**config.mk**
```make
export PLATFORM = sky130hd
export DESIGN_NAME = apb_slave_mem
export DESIGN_NICKNAME = d
export VERILOG_FILES = /design/src/rtl/apb_slave_mem.sv
export SDC_FILE = /design/constraint.sdc
export NUM_CORES = 1
export LEC_CHECK = 0
export CAP_MARGIN = 20
export CORE_MARGIN = 4
export CORE_UTILIZATION = 57
export DETAILED_ROUTE_END_ITERATION = 8
export MAX_ROUTING_LAYER = met4
export PLACE_DENSITY = 0.76
export REMOVE_ABC_BUFFERS = 1
export SLEW_MARGIN = 40
export SYNTH_ARGS = -nofsm -noshare
export SYNTH_HDL_FRONTEND = slang
export SYNTH_SLANG_ARGS = --single-unit
```
**constraint.sdc**
```tcl
create_clock -name pclk -period 1.79 [get_ports pclk]
set_input_delay 0.179 -clock pclk [delete_from_list [all_inputs] [get_ports pclk]]
set_output_delay 0.179 -clock pclk [all_outputs]
set_load 0.02 [all_outputs]
```
**src/rtl/apb_slave_mem.sv**
```systemverilog
// APB completer backed by a register-file memory with a fixed number of wait states.
// Define APB_SLAVE_ERR_EN to flag out-of-range addresses with pslverr; otherwise addresses wrap modulo DEPTH.
module apb_slave_mem #(
  parameter int ADDR_WIDTH  = 8,
  parameter int DATA_WIDTH  = 8,
  parameter int DEPTH       = 64,
  parameter int WAIT_CYCLES = 0
) (
  input  logic                  pclk,
  input  logic                  presetn,
  input  logic                  psel,
  input  logic                  penable,
  input  logic                  pwrite,
  input  logic [ADDR_WIDTH-1:0] paddr,
  input  logic [DATA_WIDTH-1:0] pwdata,
  output logic [DATA_WIDTH-1:0] prdata,
  output logic                  pready,
  output logic                  pslverr
);

  localparam logic [1:0] IDLE = 2'd0;
  localparam logic [1:0] WAIT = 2'd1;
  localparam logic [1:0] RESP = 2'd2;

  localparam int           IDX_W   = (DEPTH > 1) ? $clog2(DEPTH) : 1;
  localparam logic [IDX_W:0] DEPTH_I = (IDX_W + 1)'(DEPTH);
  localparam logic [3:0]   WAIT_N  = 4'(WAIT_CYCLES);

  logic [1:0]            state, state_d;
  logic [3:0]            cnt, cnt_d;
  logic                  enter_resp;
  logic                  complete;
  logic                  addr_err;
  logic                  hit;
  logic [IDX_W-1:0]      idx;
  logic [DATA_WIDTH-1:0] mem [DEPTH];

  assign idx = paddr[IDX_W-1:0];
  // Guards the array bound when DEPTH is not a power of two.
  assign hit = ({1'b0, idx} < DEPTH_I);

`ifdef APB_SLAVE_ERR_EN
  localparam logic [ADDR_WIDTH:0] DEPTH_A = (ADDR_WIDTH + 1)'(DEPTH);
  assign addr_err = ({1'b0, paddr} >= DEPTH_A);
`else
  logic unused_addr;
  assign unused_addr = ^paddr;
  assign addr_err    = 1'b0;
`endif

  always_comb begin
    state_d    = state;
    cnt_d      = cnt;
    enter_resp = 1'b0;
    complete   = 1'b0;
    case (state)
      IDLE: begin
        if (psel && !penable) begin
          cnt_d = WAIT_N;
          if (WAIT_N == 4'd0) begin
            state_d    = RESP;
            enter_resp = 1'b1;
          end else begin
            state_d = WAIT;
          end
        end
      end
      WAIT: begin
        if (!psel) begin
          state_d = IDLE;
          cnt_d   = '0;
        end else if (penable) begin
          cnt_d = cnt - 4'd1;
          if (cnt == 4'd1) begin
            state_d    = RESP;
            enter_resp = 1'b1;
          end
        end
      end
      RESP: begin
        state_d  = IDLE;
        complete = psel && penable;
      end
      default: state_d = IDLE;
    endcase
  end

  always_ff @(posedge pclk or negedge presetn) begin
    if (!presetn) begin
      state   <= IDLE;
      cnt     <= '0;
      prdata  <= '0;
      pready  <= 1'b0;
      pslverr <= 1'b0;
      for (int unsigned i = 0; i < DEPTH; i++) begin
        mem[i] <= '0;
      end
    end else begin
      state <= state_d;
      cnt   <= cnt_d;
      if (enter_resp) begin
        pready  <= 1'b1;
        pslverr <= addr_err;
        if (!pwrite) begin
          prdata <= (addr_err || !hit) ? '0 : mem[idx];
        end
      end else if (state == RESP) begin
        pready  <= 1'b0;
        pslverr <= 1'b0;
      end
      // Writes commit on the completion edge, so a following setup already sees the data.
      if (complete && pwrite && !addr_err && hit) begin
        mem[idx] <= pwdata;
      end
    end
  end

endmodule

```
==> run metrics, run 1 <==
final hold viol count 0; crit end category register; Worst Skew between 0.02 and 0.03 ns; top-level I/O count 31; DR vias/cell approximately 6.8; fill count 2,425; final core utilization around three quarters; Port Buffer Count 27; status complete, but fails checks; failing checks setup timing; Congestion Overflow GR 0; Max Slew Vio Count 0; clk sink count roughly 520; mean routed wirelength per cell between 30 and 40 um; RSZ-0062 raised after global routing yes; slew margin rel. 53.81%; first-pass GRT wire length about 110 mm; Clock Tree Buf Depth 3; number of global-route vias before repair roughly 18k; Die ar. 45,820 um2; routing usage on met1 about 45%; most frequent cells in the layout dfrtp_1 (522), mux2_2 (309), mux2_4 (252); cell count after synthesis approximately 1.7k; Lkg Pwr approximately 15 nW; worst r2r src mem[125]; Worst Reg-to-Reg Cells 5; CP max-delay cell or4_4; Worst Path Buf+Inv 0; Critical Path AT 2.52 ns; H-tree depth 2; placed instance area approximately 28,000 um2; Mapped Avg Cell Area 14.03 um2; Worst-Margin Slew 0.6902 ns; Yosys reg bits 522; Die Wd 214.1 um; Placer Congestion roughly 1.0; Routed WL 77.88 mm; root buf cell clkbuf_16; Crit Path Class reg2reg; end of the worst register-to-register path prdata[5]; stages on the worst setup path 5; fin area about 32,000 um2; Rows 75; GRT Total Usage 33.46%; pwr dens roughly 820 nW/um2; Starting Density between 50% and 60%; largest net degree at the start of global routing 65; most common cell after layout, fill and taps aside dfrtp_1; Required @ worst endpoint around 2.3 ns; final setup vio count just under 200; drt drc 0; share of cells above drive strength 1 56.02%; Layout area overhead 30.80%; Final WS setup -0.2400 ns; Final Cycle Share 113.4%; drt pass-1 iters 6; maximum vdd drop approximately 650 uV; Critical Path Source mem[125]; crit-path max FO 2; hold crit path type in2async; grt met3 use 7.043%; clock latency at the later pin of the worst-skew pair just over 0.6 ns; register area share after synthesis around 54%; setup_tns -6.091 ns; number of synthesized flops with an enable pin 0; post-route ant nets 0; initial antenna violation count 2; CTS tree yes; final critical-path required period ~2.0 ns; M2 GR Usage 51.47%; DR vias roughly 17k; Top Usage Layer GRT met2; Post-DP HPWL between 40 and 50 mm; Distinct cells, synth 66; CP peak stage delay 0.50 ns; Post-synth ARST share between 90% and 100%; layout net count between 2k and 2.5k; setup slack, reg-to-reg -0.24 ns; Core Region between 40,000 and 50,000 um2; CP Launch Type register; yosys warns 0; DR iter-0 viols around 1.9k; Top delay family on crit path simple AND/OR/NAND/NOR gates; cts bufs inserted 55; Cell Chain, Critical Path mux4_2 -> nor2_4 -> nor3_2 -> or4_4 -> o41a_1; clock slew at reported path FFs 0.06 ns; Die Y roughly 210 um; Synth Flop Type dfrtp_1; f_max roughly 490 MHz; Post-Syn Area 24,200 um2; max-cap viol count 0
-- report_power, final --
part	switching, W	internal [W]
logic	0.00140	0.000885
registers	0.000156	0.0120
clock network	0.00467	0.00683
-- per-layer routing --
| metal | up-vias | share of wire (%) |
|---|---|---|
| met2 | 966 | 47 |
| met3 | 254 | 8.7 |
| met4 | 0 | 4.7 |
| met1 | 9182 | 40 |
| met5 | - | 0 |
| li1 | 7015 | - |
-- worst max path at each step --
stage / endpoint / slack [ns]
2_1_floorplan: prdata[5] / -0.43
4_1_cts: prdata[5] / -0.22
3_5_place_dp: prdata[5] / -0.59
6_report: prdata[5] / -0.24
3_3_place_gp: prdata[5] / -0.65
5_1_grt: prdata[0] / -0.27
-- stage by stage --
step / hold slack [ns] / setup WS, ns / std cells / power (W)
2_1_floorplan: -0.1166 / -0.4289 / 1585 / 0.01287
3_3_place_gp: 0.1912 / -0.6542 / 2459 / 0.01437
3_5_place_dp: 0.1942 / -0.5939 / 2459 / 0.01441
4_1_cts: 0.1668 / -0.2185 / 2560 / 0.02584
5_1_grt: 0.1527 / -0.2682 / 2566 / 0.02667
6_report: 0.1353 / -0.2400 / 2566 / 0.02593
-- cell usage after synthesis (all sizes together) (3+ instances only) --
cell type,instances,area (um2)
a2111oi,3,26.28
a211o,3,26.28
a211oi,5,37.54
a21oi,22,110.1
a221o,9,90.09
a221oi,58,514.2
a22o,8,70.07
a22oi,40,300.3
a31o,3,26.28
a31oi,8,50.05
a32oi,11,96.34
a41oi,4,35.03
and2,5,31.28
and3,7,43.79
and3b,5,43.79
buf,62,354.1
clkbuf,78,292.8
dfrtp,522,13060
inv,5,18.77
mux2,561,6317
mux2i,28,280.3
mux4,41,923.4
nand2,47,183.9
nand2b,5,31.28
nand3,14,90.09
nand3b,5,37.54
nand4,3,18.77
nor2,70,422.9
nor2b,10,62.56
nor3,6,30.03
nor3b,8,76.32
o211ai,4,30.03
o21ai,17,85.08
o221ai,8,70.07
o22ai,8,50.05
o2bb2ai,5,43.79
o31ai,3,22.52
or2,5,31.28
-- area by class of cell --
class                      count  area, um2  area share (%)
sequential                   522      13060           41.27
multi-input combinational   1058      12150           38.40
timing repair buffer         345       3929           12.41
clock buffer                  86       1685           5.324
tap                          539      674.4           2.131
clock inverter                10      127.6          0.4032
inverter                       5      18.77         0.05929
antenna                        1      2.502        0.007905
-- registers in the layout (all words and copies together) (netlist names) --
signal  cells
prdata      8
mem       512
pready      1
state       1
-- worst reg2reg max path: cells and delay by family (launching register included) --
family / cells / cell delay, ns
DFF: 1 / 0.39
AOI/OAI and AO/OA: 1 / 0.32
and+or+nand+nor: 3 / 0.71
muxes: 1 / 0.49
-- what timing repair did --
action / CTS / global route
cloned: 1 / 0
gates resized for setup: 221 / 245
pin swaps: 54 / 48
hold endpoints to repair: 45 / 0
endpoints found under the setup margin: 341 / 460
setup buffers: 6 / 8
hold buffers: 1 / 0
-- cell families (layout without fill, tap and decap cells) --
family / after synthesis / count (layout) / share of synthesized area [%]
AO/OA/AOI/OAI: 231 / 231 / 7.424
buffers and inverters: 145 / 446 / 2.750
flip-flops: 522 / 522 / 53.98
multiplexers: 630 / 630 / 31.08
other: 1 / 2 / 0.01550
AND/OR/NAND/NOR: 196 / 196 / 4.757
Power figures use the tool's default switching activity.
==> inputs of run 2 (changes only) <==
- CTS_CLUSTER_SIZE: not set -> 30
- GPL_TIMING_DRIVEN: not set -> 0
==> run 2 against run 1 <==
- the run still ends with setup timing left
- power shrank 1.3%
- combinational power shrank 6%
- die area is the same
- maximum frequency shrank 9.9%
- routed wire length grew 1.2%
- critical endpoint is now prdata[6]
- largest power group unchanged
- highest routed layer unchanged
==> run metrics, run 2 (same netlist as run 1, synthesis figures left out) <==
status complete, but fails checks; failing checks setup timing; slew margin rel. 32.90%; DR vias/cell between 7 and 8; CP Launch Type input port; Congestion Overflow GR 0; share of cells above drive strength 1 a little over half; CTS tree yes; most flop-heavy register mem; clock slew at reported path FFs roughly 0.06 ns; max-cap viol count 0; largest net degree at the start of global routing 80; DR iter-0 viols 2,060; Core Region around 42,000 um2; Post-DP HPWL slightly above 40 mm; hold crit path type in2async; cts bufs inserted 52; crit end category register; worst r2r src mem[326]; post-route ant nets 0; Final Cycle Share 125.9%; layout net count approximately 1.8k; Worst Skew about 0.028 ns; Critical Path AT between 2 and 3 ns; Layout area overhead 27.86%; Starting Density 57.69%; clk sink count between 500 and 600; RSZ-0062 raised after global routing yes; top-level I/O count 31; Max Slew Vio Count 0; initial antenna violation count 0; Clock Tree Buf Depth 3; Required @ worst endpoint ~2.3 ns; crit-path max FO 13; Placer Congestion about 0.9; Rows 75; root buf cell clkbuf_16; f_max around 440 MHz; max FFs per register between 500 and 600; DR vias ~17k; final hold viol count 0; Port Buffer Count 27; maximum vdd drop ~1100 uV; mean routed wirelength per cell around 33 um; final core utilization about three quarters; final setup vio count ~370; drt pass-1 iters 7; setup slack, reg-to-reg -0.44 ns; Top Registers mem x512, prdata x8; Die Y 214.1 um; Die Wd between 200 and 250 um; Worst-Margin Slew 1.002 ns; number of global-route vias before repair 17.37k; final critical-path required period around 2.3 ns; first-pass GRT wire length ~110 mm; Routed WL ~79 mm; clock latency at the later pin of the worst-skew pair about 0.62 ns; drt drc 0; Worst Reg-to-Reg Cells 5; Lkg Pwr 14.09 nW; end of the worst register-to-register path prdata[6]; H-tree depth 2; most frequent cells in the layout dfrtp_1 (522), mux2_4 (335), mux2_2 (226); Crit Path Class in2reg; Die ar. ~46,000 um2; pwr dens about 830 nW/um2; GRT Total Usage about a third; Final WS setup -0.4634 ns; number of diodes 0; Place WS -1.474 ns; most common cell after layout, fill and taps aside dfrtp_1
-- run 2: changes by cell type in the layout (fill, tap and decap cells not counted), sizes merged, moves of 2 or more --
cell / before / now
bufbuf: 0 / 2
clkbuf: 86 / 77
clkinv: 6 / 12
buf: 329 / 169
clkdlybuf4s50: 7 / 4
-- run 2: layout make-up --
| class | count | area [um2] |
|---|---|---|
| Timing Repair Buffer | 188 | 2795 |
| Sequential cell | 522 | 13060 |
| Clock inverter | 17 | 200.2 |
| Multi-Input combinational cell | 1058 | 12640 |
| Clock buffer | 75 | 1548 |
| Fill cell | 2322 | 11000 |
| Inverter | 5 | 26.28 |
| Tap cell | 539 | 674.4 |
-- run 2: timing repair --
item	in CTS	in global routing
setup endpoints to repair	528	496
hold buffers	2	0
gates cloned	3	1
setup buffers	107	23
hold endpoints to repair	154	0
pin swaps	62	47
gates resized for setup	300	266
-- run 2: critical path, cell delays in order --
cell	delay (ns)
clkdlybuf4s15_2	0.53
nor3b_2	0.86
o21ai_0	0.64
o2111ai_4	0.23
a222oi_1	0.13
a31oi_1	0.20
-- run 2: power by group --
part | total [W] | switching [W] | internal [W] | leakage, nW
Combinational | 0.00214 | 0.00139 | 0.000749 | 5.96
Sequential | 0.0121 | 0.000149 | 0.0120 | 7.25
Clock | 0.0113 | 0.00477 | 0.00655 | 0.875
Total | 0.0256 | 0.00632 | 0.0193 | 14.1
-- run 2: how the worst max path moves through the flow --
stage               startpoint        end  slack, ns
finish                paddr[4]  prdata[6]      -0.46
global placement       presetn     mem[9]     -21.61
floorplan             state[1]  prdata[5]      -0.43
CTS                    mem[85]  prdata[5]      -0.29
detailed placement    paddr[4]  prdata[6]      -1.47
global route          mem[326]  prdata[6]      -0.46
-- run 2: routing by layer --
| layer | up-vias | routed length, um | track usage (%) |
|---|---|---|---|
| met1 | 8959 | 30130 | 43.39 |
| met5 | - | 0 | - |
| li1 | 6665 | - | - |
| met4 | 0 | 5136 | 15.95 |
| met2 | 1255 | 35610 | 47.28 |
| met3 | 409 | 7944 | 6.192 |
-- run 2: per-stage QoR --
step | cells | hold slack [ns] | TNS [ns] | power, W | area [um2]
2_1_floorplan | 1585 | -0.1166 | -38.46 | 0.01287 | 23550
3_3_place_gp | 2151 | 0.4286 | - | 0.01393 | 24500
3_5_place_dp | 2177 | 0.03119 | -601.13 | 0.01408 | 25180
4_1_cts | 2381 | 0.007608 | -10.22 | 0.02528 | 29510
5_1_grt | 2404 | 0.05233 | -40.71 | 0.02622 | 30940
6_report | 2404 | 0.02312 | -26.13 | 0.02560 | 30940
